<file path="src/rtl/mux_scan_ctrl.sv">
// Scans an external NSEL:1 mux one select code per cycle and packs the returned bits
// into a word handed to the consumer over a valid/ready handshake.
module mux_scan_ctrl #(
    parameter int NSEL = 10
) (
    input  logic            clk,
    input  logic            rst_n,
    input  logic            start,
    input  logic            abort,
    input  logic            mux_out,
    input  logic            ready,
    output logic            c1,
    output logic            c2,
    output logic            c3,
    output logic            c4,
    output logic            busy,
    output logic [NSEL-1:0] data,
    output logic            valid
);

    typedef enum logic [1:0] {
        ST_IDLE = 2'b00,
        ST_SCAN = 2'b01,
        ST_DONE = 2'b10
    } state_t;

    localparam logic [3:0] LAST_IDX = 4'(NSEL - 1);

    state_t            state_q, state_d;
    logic [3:0]        idx_q, idx_d;
    logic [NSEL-1:0]   data_q, data_d;
    logic              valid_q, valid_d;
    logic              rst_sync_q, rst_sync_d;

    // Release flop: constant one shifted in after reset, gating the datapath for one edge.
    always_comb begin
        rst_sync_d = 1'b1;
    end

    // Reset-release synchroniser (asserts asynchronously, releases on the first edge).
    always_ff @(posedge clk or negedge rst_n) begin
        if (!rst_n) begin
            rst_sync_q <= 1'b0;
        end else begin
            rst_sync_q <= rst_sync_d;
        end
    end

    // State register; held in IDLE until the release flop has seen rst_n high.
    always_ff @(posedge clk or negedge rst_n) begin
        if (!rst_n) begin
            state_q <= ST_IDLE;
        end else if (rst_sync_q) begin
            state_q <= state_d;
        end else begin
            state_q <= ST_IDLE;
        end
    end

    // Next-state logic.
    always_comb begin
        state_d = state_q;
        case (state_q)
            ST_IDLE: begin
                if (start) begin
                    state_d = ST_SCAN;
                end else begin
                    state_d = ST_IDLE;
                end
            end
            ST_SCAN: begin
                if (abort) begin
                    state_d = ST_IDLE;
                end else if (idx_q == LAST_IDX) begin
                    state_d = ST_DONE;
                end else begin
                    state_d = ST_SCAN;
                end
            end
            ST_DONE: begin
                if (valid_q && ready) begin
                    state_d = ST_IDLE;
                end else begin
                    state_d = ST_DONE;
                end
            end
            default: begin
                state_d = ST_IDLE;
            end
        endcase
    end

    // Datapath next values: select index, captured word and valid flag.
    always_comb begin
        idx_d   = idx_q;
        data_d  = data_q;
        valid_d = valid_q;
        case (state_q)
            ST_IDLE: begin
                if (start) begin
                    idx_d   = 4'd0;
                    data_d  = {NSEL{1'b0}};
                    valid_d = 1'b0;
                end else begin
                    idx_d   = 4'd0;
                    valid_d = 1'b0;
                end
            end
            ST_SCAN: begin
                if (abort) begin
                    idx_d   = 4'd0;
                    valid_d = 1'b0;
                end else begin
                    // The mux is combinational: the bit for idx_q is present in this cycle.
                    for (int k = 0; k < NSEL; k++) begin
                        if (idx_q == 4'(k)) begin
                            data_d[k] = mux_out;
                        end else begin
                            data_d[k] = data_q[k];
                        end
                    end
                    if (idx_q == LAST_IDX) begin
                        idx_d   = 4'd0;
                        valid_d = 1'b1;
                    end else begin
                        idx_d   = idx_q + 4'd1;
                        valid_d = 1'b0;
                    end
                end
            end
            ST_DONE: begin
                idx_d = 4'd0;
                if (valid_q && ready) begin
                    valid_d = 1'b0;
                end else begin
                    valid_d = valid_q;
                end
            end
            default: begin
                idx_d   = 4'd0;
                valid_d = 1'b0;
            end
        endcase
    end

    // Datapath registers.
    always_ff @(posedge clk or negedge rst_n) begin
        if (!rst_n) begin
            idx_q   <= 4'd0;
            data_q  <= {NSEL{1'b0}};
            valid_q <= 1'b0;
        end else if (rst_sync_q) begin
            idx_q   <= idx_d;
            data_q  <= data_d;
            valid_q <= valid_d;
        end else begin
            idx_q   <= 4'd0;
            data_q  <= {NSEL{1'b0}};
            valid_q <= 1'b0;
        end
    end

    assign c1    = idx_q[3];
    assign c2    = idx_q[2];
    assign c3    = idx_q[1];
    assign c4    = idx_q[0];
    assign busy  = (state_q == ST_SCAN);
    assign data  = data_q;
    assign valid = valid_q;

endmodule

</file>
<file path="config.mk">
export PLATFORM = sky130hd
export DESIGN_NAME = mux_scan_ctrl
export DESIGN_NICKNAME = d
export VERILOG_FILES = /design/src/rtl/mux_scan_ctrl.sv
export SDC_FILE = /design/constraint.sdc
export NUM_CORES = 1
export LEC_CHECK = 0
export ABC_AREA = 1
export CAP_MARGIN = 20
export CELL_PAD_IN_SITES_DETAIL_PLACEMENT = 0
export CELL_PAD_IN_SITES_GLOBAL_PLACEMENT = 1
export CORE_MARGIN = 1
export CORE_UTILIZATION = 38
export CTS_BUF_LIST = sky130_fd_sc_hd__clkbuf_16
export DETAILED_ROUTE_END_ITERATION = 10
export PLACE_DENSITY = 0.92
export SKIP_CTS_REPAIR_TIMING = 1
export SLEW_MARGIN = 10
export SYNTH_ARGS = -nofsm -noshare
export SYNTH_HDL_FRONTEND = slang
export SYNTH_SLANG_ARGS = --single-unit
export TNS_END_PERCENT = 30
</file>
<file path="constraint.sdc">
create_clock -name clk -period 3 [get_ports clk]
set_clock_uncertainty 0.15 [all_clocks]
set_input_delay 0.45 -clock clk [delete_from_list [all_inputs] [get_ports clk]]
set_output_delay 0.45 -clock clk [all_outputs]
set_load 0.05 [all_outputs]
</file>
==> flow_summary_export.csv, run 1 <==
group,metric,value,unit
clock_tree,cts_tree,"yes",
detailed_routing,drt_pass1_iterations,4,
detailed_routing,ant_nets,0,
critical_path,cp_top_family,"buffers and inverters",
power_and_ir_drop,clkPwrFrac,41.8,%
sta,min_period,2.30,ns
critical_path,regToRegSetupSlack,1.37,ns
detailed_routing,vias_per_cell,5.06,
detailed_routing,routed_wl,2120,um
critical_path,crit_chain,"inv_1, nand2_2, inv_1, clkdlybuf4s50_1",
detailed_routing,drc,0,
power_and_ir_drop,p_seq_share,41.0,%
synthesis,netlist_area,1030,um2
grt,globalRouteOverflowTotal,0,
clock_tree,cts-root-buf,"clkbuf_16",
sta,slew_headroom,46.5,%
power_and_ir_drop,power_switching,0.169,mW
critical_path,critPathMaxStageDelay,0.79,ns
synthesis,syn-num-nets,144,
detailed_routing,wl_per_cell,11.2,um
critical_path,end_kind,"primary output",
detailed_routing,drt_iter0_markers,18,
critical_path,crit_top_cell,"inv_1",
placed_design,dp_hpwl,1590,um
synthesis,synth-compound-area-share,8.65,%
floorplanning,die_x,54.0,um
floorplanning,rows,18,
detailed_routing,num_vias,957,
placed_design,port_buffers,21,
critical_path,cp_num_buf_inv,3,
sta,tightest_slew,0.801,ns
clock_tree,numCtsBuffers,3,
cells_and_area,multi_input_area,468,um2
outcome,status,"finished, final reports clean",
placed_design,gp_congestion,0.783,
synthesis,ys_types,20,
cells_and_area,regArea,450,um2
grt,grt_max_degree,21,
critical_path,cp_slowest_cell,"clkdlybuf4s50_1",
synthesis,synth-simple-area-share,36.5,%
synthesis,ys_ff_latch,18,
synthesis,yosys_warnings,0,
sta,fmax,435,MHz
synthesis,synth_seq_area_share,43.8,%
hold_path,hold_class,"reg -> reg",
job,drv_cap,0,
sta,rsz0062_at_grt,"false",
critical_path,cp_data_arrival_time,1.70,ns
synthesis,synth_cells,138,
sta,setup-tns-final,0,ns
sta,whs,0.323,ns
power_and_ir_drop,power_frac_comb,17.2,%
clock_tree,htreeDepth,1,
cells_and_area,fillCellCount,263,
grt,grt_pass1_wl,3770,um
floorplanning,core-area,2520,um2
clock_tree,clk_latency,0.25,ns
critical_path,critPathKind,"reg -> out",
power_and_ir_drop,intPower,0.465,mW
power_and_ir_drop,powerDensity,481,nW/um2
synthesis,synthMuxAreaShare,0,%
cells_and_area,final_common_cell,"nand2_1",
grt,antenna_found_initial,0,
sta,hold_viol,0,
cells_and_area,fin_nets,166,
floorplanning,io_pins,22,
clock_tree,clock-sinks,18,
cells_and_area,area_growth,28.1,%
clock_tree,clk_path_buf_depth,2,
synthesis,synth_xor_area_share,0,%
grt,grt_pass1_vias,904,
floorplanning,dieArea,2910,um2
sta,period_share,76.5,%
power_and_ir_drop,p_leak,0.690,nW
grt,globalRouteTotalUtil,17.7,%
cells_and_area,drive_gt1_share,8.81,%
power_and_ir_drop,switching_share,26.7,%
cells_and_area,num_antenna_cells,0,
power_and_ir_drop,ir_drop,0.000395,V
clock_tree,path_clk_slew,0.05,ns
critical_path,cp.required,2.40,ns
floorplanning,initial_core_util,40.7,%
critical_path,cp_max_fo,4,
synthesis,yosys.area_share.adder,0,%
sta,setup_viol_count_final,0,
synthesis,avgSynthCellArea,7.44,um2
critical_path,start_kind,"register",
synthesis,synth_top_family_by_area,"simple AND/OR/NAND/NOR gates",
sta,slew_viol_final,0,
cells_and_area,layout_common_cells,"50 x nand2_1, 21 x clkdlybuf4s50_1, 18 x dfrtp_1",
floorplanning,die_h,54.0,um
cell usage after synthesis (all sizes together):
master  number  area (um2)
a21oi        2        13.8
buf          4        37.5
conb         1        3.75
dfrtp       18         450
inv         19        71.3
nand2       52         200
nand3        3        20.0
nand4       13        81.3
nor2        13        58.8
nor3         2        15.0
o21ai        3        15.0
o21bai       8        60.1
sequential cells by signal (all words and copies together) (netlist names):
signal / flops
state_q: 2
idx_q: 4
data: 10
rst_sync_q: 1
valid: 1
kinds of logic after synthesis:
group | after synthesis
flops | 18
compound gates | 13
other cells | 1
simple gates | 83
buf+inv | 23
tightest hold or removal path, cell delays in order, from the launching register on:
cell and delay (ns):
dfrtp_1 0.34, o21ai_1 0.06, nand2_1 0.04
metal layers:
| metal | vias up | GRT usage, % | wire [um] |
|---|---|---|---|
| met5 | - | 0 | 0 |
| met4 | 0 | 6.41 | 47 |
| met3 | 6 | 4.24 | 85 |
| met2 | 24 | 30.2 | 1030 |
| met1 | 452 | 21.3 | 956 |
| li1 | 475 | - | - |
power by group through the flow:
stage,Clock [mW],Sequential (mW),Combinational (mW)
after global routing,0.280,0.261,0.120
after detailed placement,0,0.264,0.110
after CTS,0.275,0.260,0.111
final,0.265,0.260,0.109
after floorplan,0,0.291,0.0490
after global placement,0,0.263,0.109
cell type report:
type                       instances  area share [%]
clock inverter                     1           0.285
inverter                          19            5.42
clock buffer                       3            5.70
sequential                        18            34.2
multi-input combinational         97            35.6
timing repair buffer              21            16.0
tap                               30            2.85
path summary, 6_finish.rpt:
path | startpoint | endpoint | depth (start not counted)
setup / recovery | state_q[1] | busy | 4
hold / removal | data[3] | data[3] | 2
setup reg to reg | state_q[0] | data[6] | 6
hold reg to reg | data[3] | data[3] | 2
max in group asynchronous | rst_n | data[9] | 1
min in group asynchronous | rst_n | rst_sync_q | 1
metrics by stage:
step	power (mW)	area (um2)	cells	setup slack, ns	utilization [%]
floorplan	0.340	1030	138	1.43	-
detailed placement	0.374	1240	185	0.968	49.1
global route	0.661	1320	189	0.625	52.2
global placement	0.373	1240	185	0.991	49.1
CTS	0.646	1320	189	0.699	52.2
finish	0.634	1320	189	0.704	52.2
Power figures use the tool's default switching activity.
==> run 2, diff against run 1 <==
Settings changed: CORE_UTILIZATION 38 to 32, PLACE_DENSITY 0.92 to 0.83.
Clock period 3 ns to 2.1 ns, I/O delays scaled along.
==> run 2 against run 1 <==
  * Setup slack got worse by 0.56 ns
  * Combinational power up 44%
  * Clock power increased by 44%
  * Count of clock-buffer cells in the layout unchanged
  * Highest routed layer is now met3
==> flow_summary_export.csv, run 2 (same netlist as run 1, synthesis figures left out) <==
group,metric,value,unit
outcome,status,"finished, final reports clean",
grt,grt_max_degree,21,
critical_path,critPathMaxStageDelay,0.83,ns
grt,globalRouteTotalUtil,14.4,%
sta,setup-tns-final,0,ns
cells_and_area,area_growth,30.1,%
clock_tree,path_clk_slew,0.05,ns
sta,rsz0062_at_grt,"false",
cells_and_area,final_common_cell,"nand2_1",
sta,hold_viol,0,
detailed_routing,num_vias,920,
grt,grt_pass1_vias,875,
power_and_ir_drop,intPower,0.664,mW
sta,whs,0.249,ns
sta,period_share,93.3,%
power_and_ir_drop,p_leak,0.698,nW
floorplanning,rows,20,
grt,met1_usage,20.4,%
critical_path,crit_chain,"clkdlybuf4s50_1",
detailed_routing,ant_nets,0,
sta,slew_headroom,66.7,%
placed_design,port_buffers,21,
critical_path,critPathKind,"reg -> out",
clock_tree,cts-root-buf,"clkbuf_16",
floorplanning,dieArea,3440,um2
power_and_ir_drop,powerDensity,681,nW/um2
cells_and_area,largest_reg_flops,10,
job,drv_cap,0,
cells_and_area,drive_gt1_share,10.6,%
floorplanning,core-area,3050,um2
detailed_routing,wl_per_cell,10.2,um
sta,min_period,1.96,ns
power_and_ir_drop,switching_share,27.0,%
clock_tree,clock-sinks,18,
floorplanning,io_pins,22,
cells_and_area,num_antenna_cells,0,
floorplanning,initial_core_util,33.6,%
power_and_ir_drop,power_frac_comb,17.3,%
critical_path,cp.required,1.63,ns
power_and_ir_drop,ir_drop,0.000274,V
grt,globalRouteOverflowTotal,0,
critical_path,cp_top_family,"buffers and inverters",
grt,grt_pass1_wl,3770,um
detailed_routing,vias_per_cell,4.51,
clock_tree,numCtsBuffers,3,
sta,slew_viol_final,0,
cells_and_area,layout_common_cells,"50 x nand2_1, 19 x clkdlybuf4s50_1, 18 x dfrtp_1",
sta,tightest_slew,0.497,ns
critical_path,cp_num_buf_inv,1,
power_and_ir_drop,power_switching,0.246,mW
critical_path,cp_data_arrival_time,1.49,ns
placed_design,dp_hpwl,1570,um
clock_tree,cts_tree,"yes",
hold_path,hold_class,"in -> async",
critical_path,start_kind,"register",
grt,globalRouteMet2Util,21.8,%
grt,top_usage_layer,"met2",
sta,fmax,510,MHz
clock_tree,clk_path_buf_depth,2,
grt,antenna_found_initial,0,
sta,setup_viol_count_final,0,
power_and_ir_drop,p_seq_share,40.7,%
placed_design,gp_congestion,0.861,
detailed_routing,drt_pass1_iterations,4,
clock_tree,clk_latency,0.25,ns
critical_path,end_kind,"primary output",
detailed_routing,drc,0,
detailed_routing,routed_wl,2080,um
critical_path,cp_slowest_cell,"clkdlybuf4s50_1",
clock_tree,htreeDepth,1,
power_and_ir_drop,clkPwrFrac,42.0,%
critical_path,cp_max_fo,5,
floorplanning,die_h,58.7,um
grt,met3_usage,3.52,%
detailed_routing,drt_iter0_markers,19,
floorplanning,die_x,58.7,um
cells_and_area,fin_nets,167,
## run 2: cell count changes in the layout (fill, tap and decap cells not counted), sizes merged
cell	change
buf	+3
clkdlybuf4s50	-2
## run 2: area by class of cell
type / count / area, um2
clock inverters: 1 / 3.75
inverters: 19 / 71.3
flip-flops and latches: 18 / 450
clock buffers: 3 / 75.1
repair buffers: 22 / 213
well taps: 44 / 55.1
fillers: 338 / 1720
multi-input cells: 97 / 468
## run 2: power groups by stage
stage	Clock [mW]	Combinational, mW	Sequential, mW
2_1_floorplan	0	0.0699	0.416
3_3_place_gp	0	0.157	0.376
3_5_place_dp	0	0.158	0.377
4_1_cts	0.392	0.159	0.371
5_1_grt	0.409	0.173	0.372
6_report	0.382	0.157	0.371
## run 2: worst paths after layout
check,from,slack (ns),depth (start not counted),to
max,idx_q[1],0.14,1,c3
max reg2reg,state_q[0],0.48,6,data[7]
min in group clk,data[3],0.33,2,data[3]
min,rst_n,0.25,2,data[4]
max in group asynchronous,rst_n,1.35,2,data[0]
min reg2reg,data[3],0.33,2,data[3]
## run 2: worst reg2reg max path: stages (launching register included)
cell and delay [ns]:
dfrtp_1 0.42, nor2_1 0.21, nand2_1 0.07, nand2_1 0.31
inv_2 0.17, nand4_1 0.11, nand2_1 0.07
## run 2: metal layers
metal  vias to the layer above  routed length (um)
met5                         -                   0
met4                         0                   0
met3                         0                 111
met2                        23                 912
met1                       415                1050
li1                        482                   -
## run 2: stage by stage
| stage | util, % | instances | area, um2 | worst slack [ns] | power [mW] |
|---|---|---|---|---|---|
| after floorplan | - | 138 | 1030 | 0.534 | 0.486 |
| after global placement | 41.2 | 200 | 1260 | 0.247 | 0.533 |
| after detailed placement | 41.2 | 200 | 1260 | 0.266 | 0.535 |
| after CTS | 43.8 | 204 | 1340 | 0.129 | 0.922 |
| after global routing | 43.8 | 204 | 1340 | 0.0906 | 0.955 |
| final | 43.8 | 204 | 1340 | 0.140 | 0.910 |
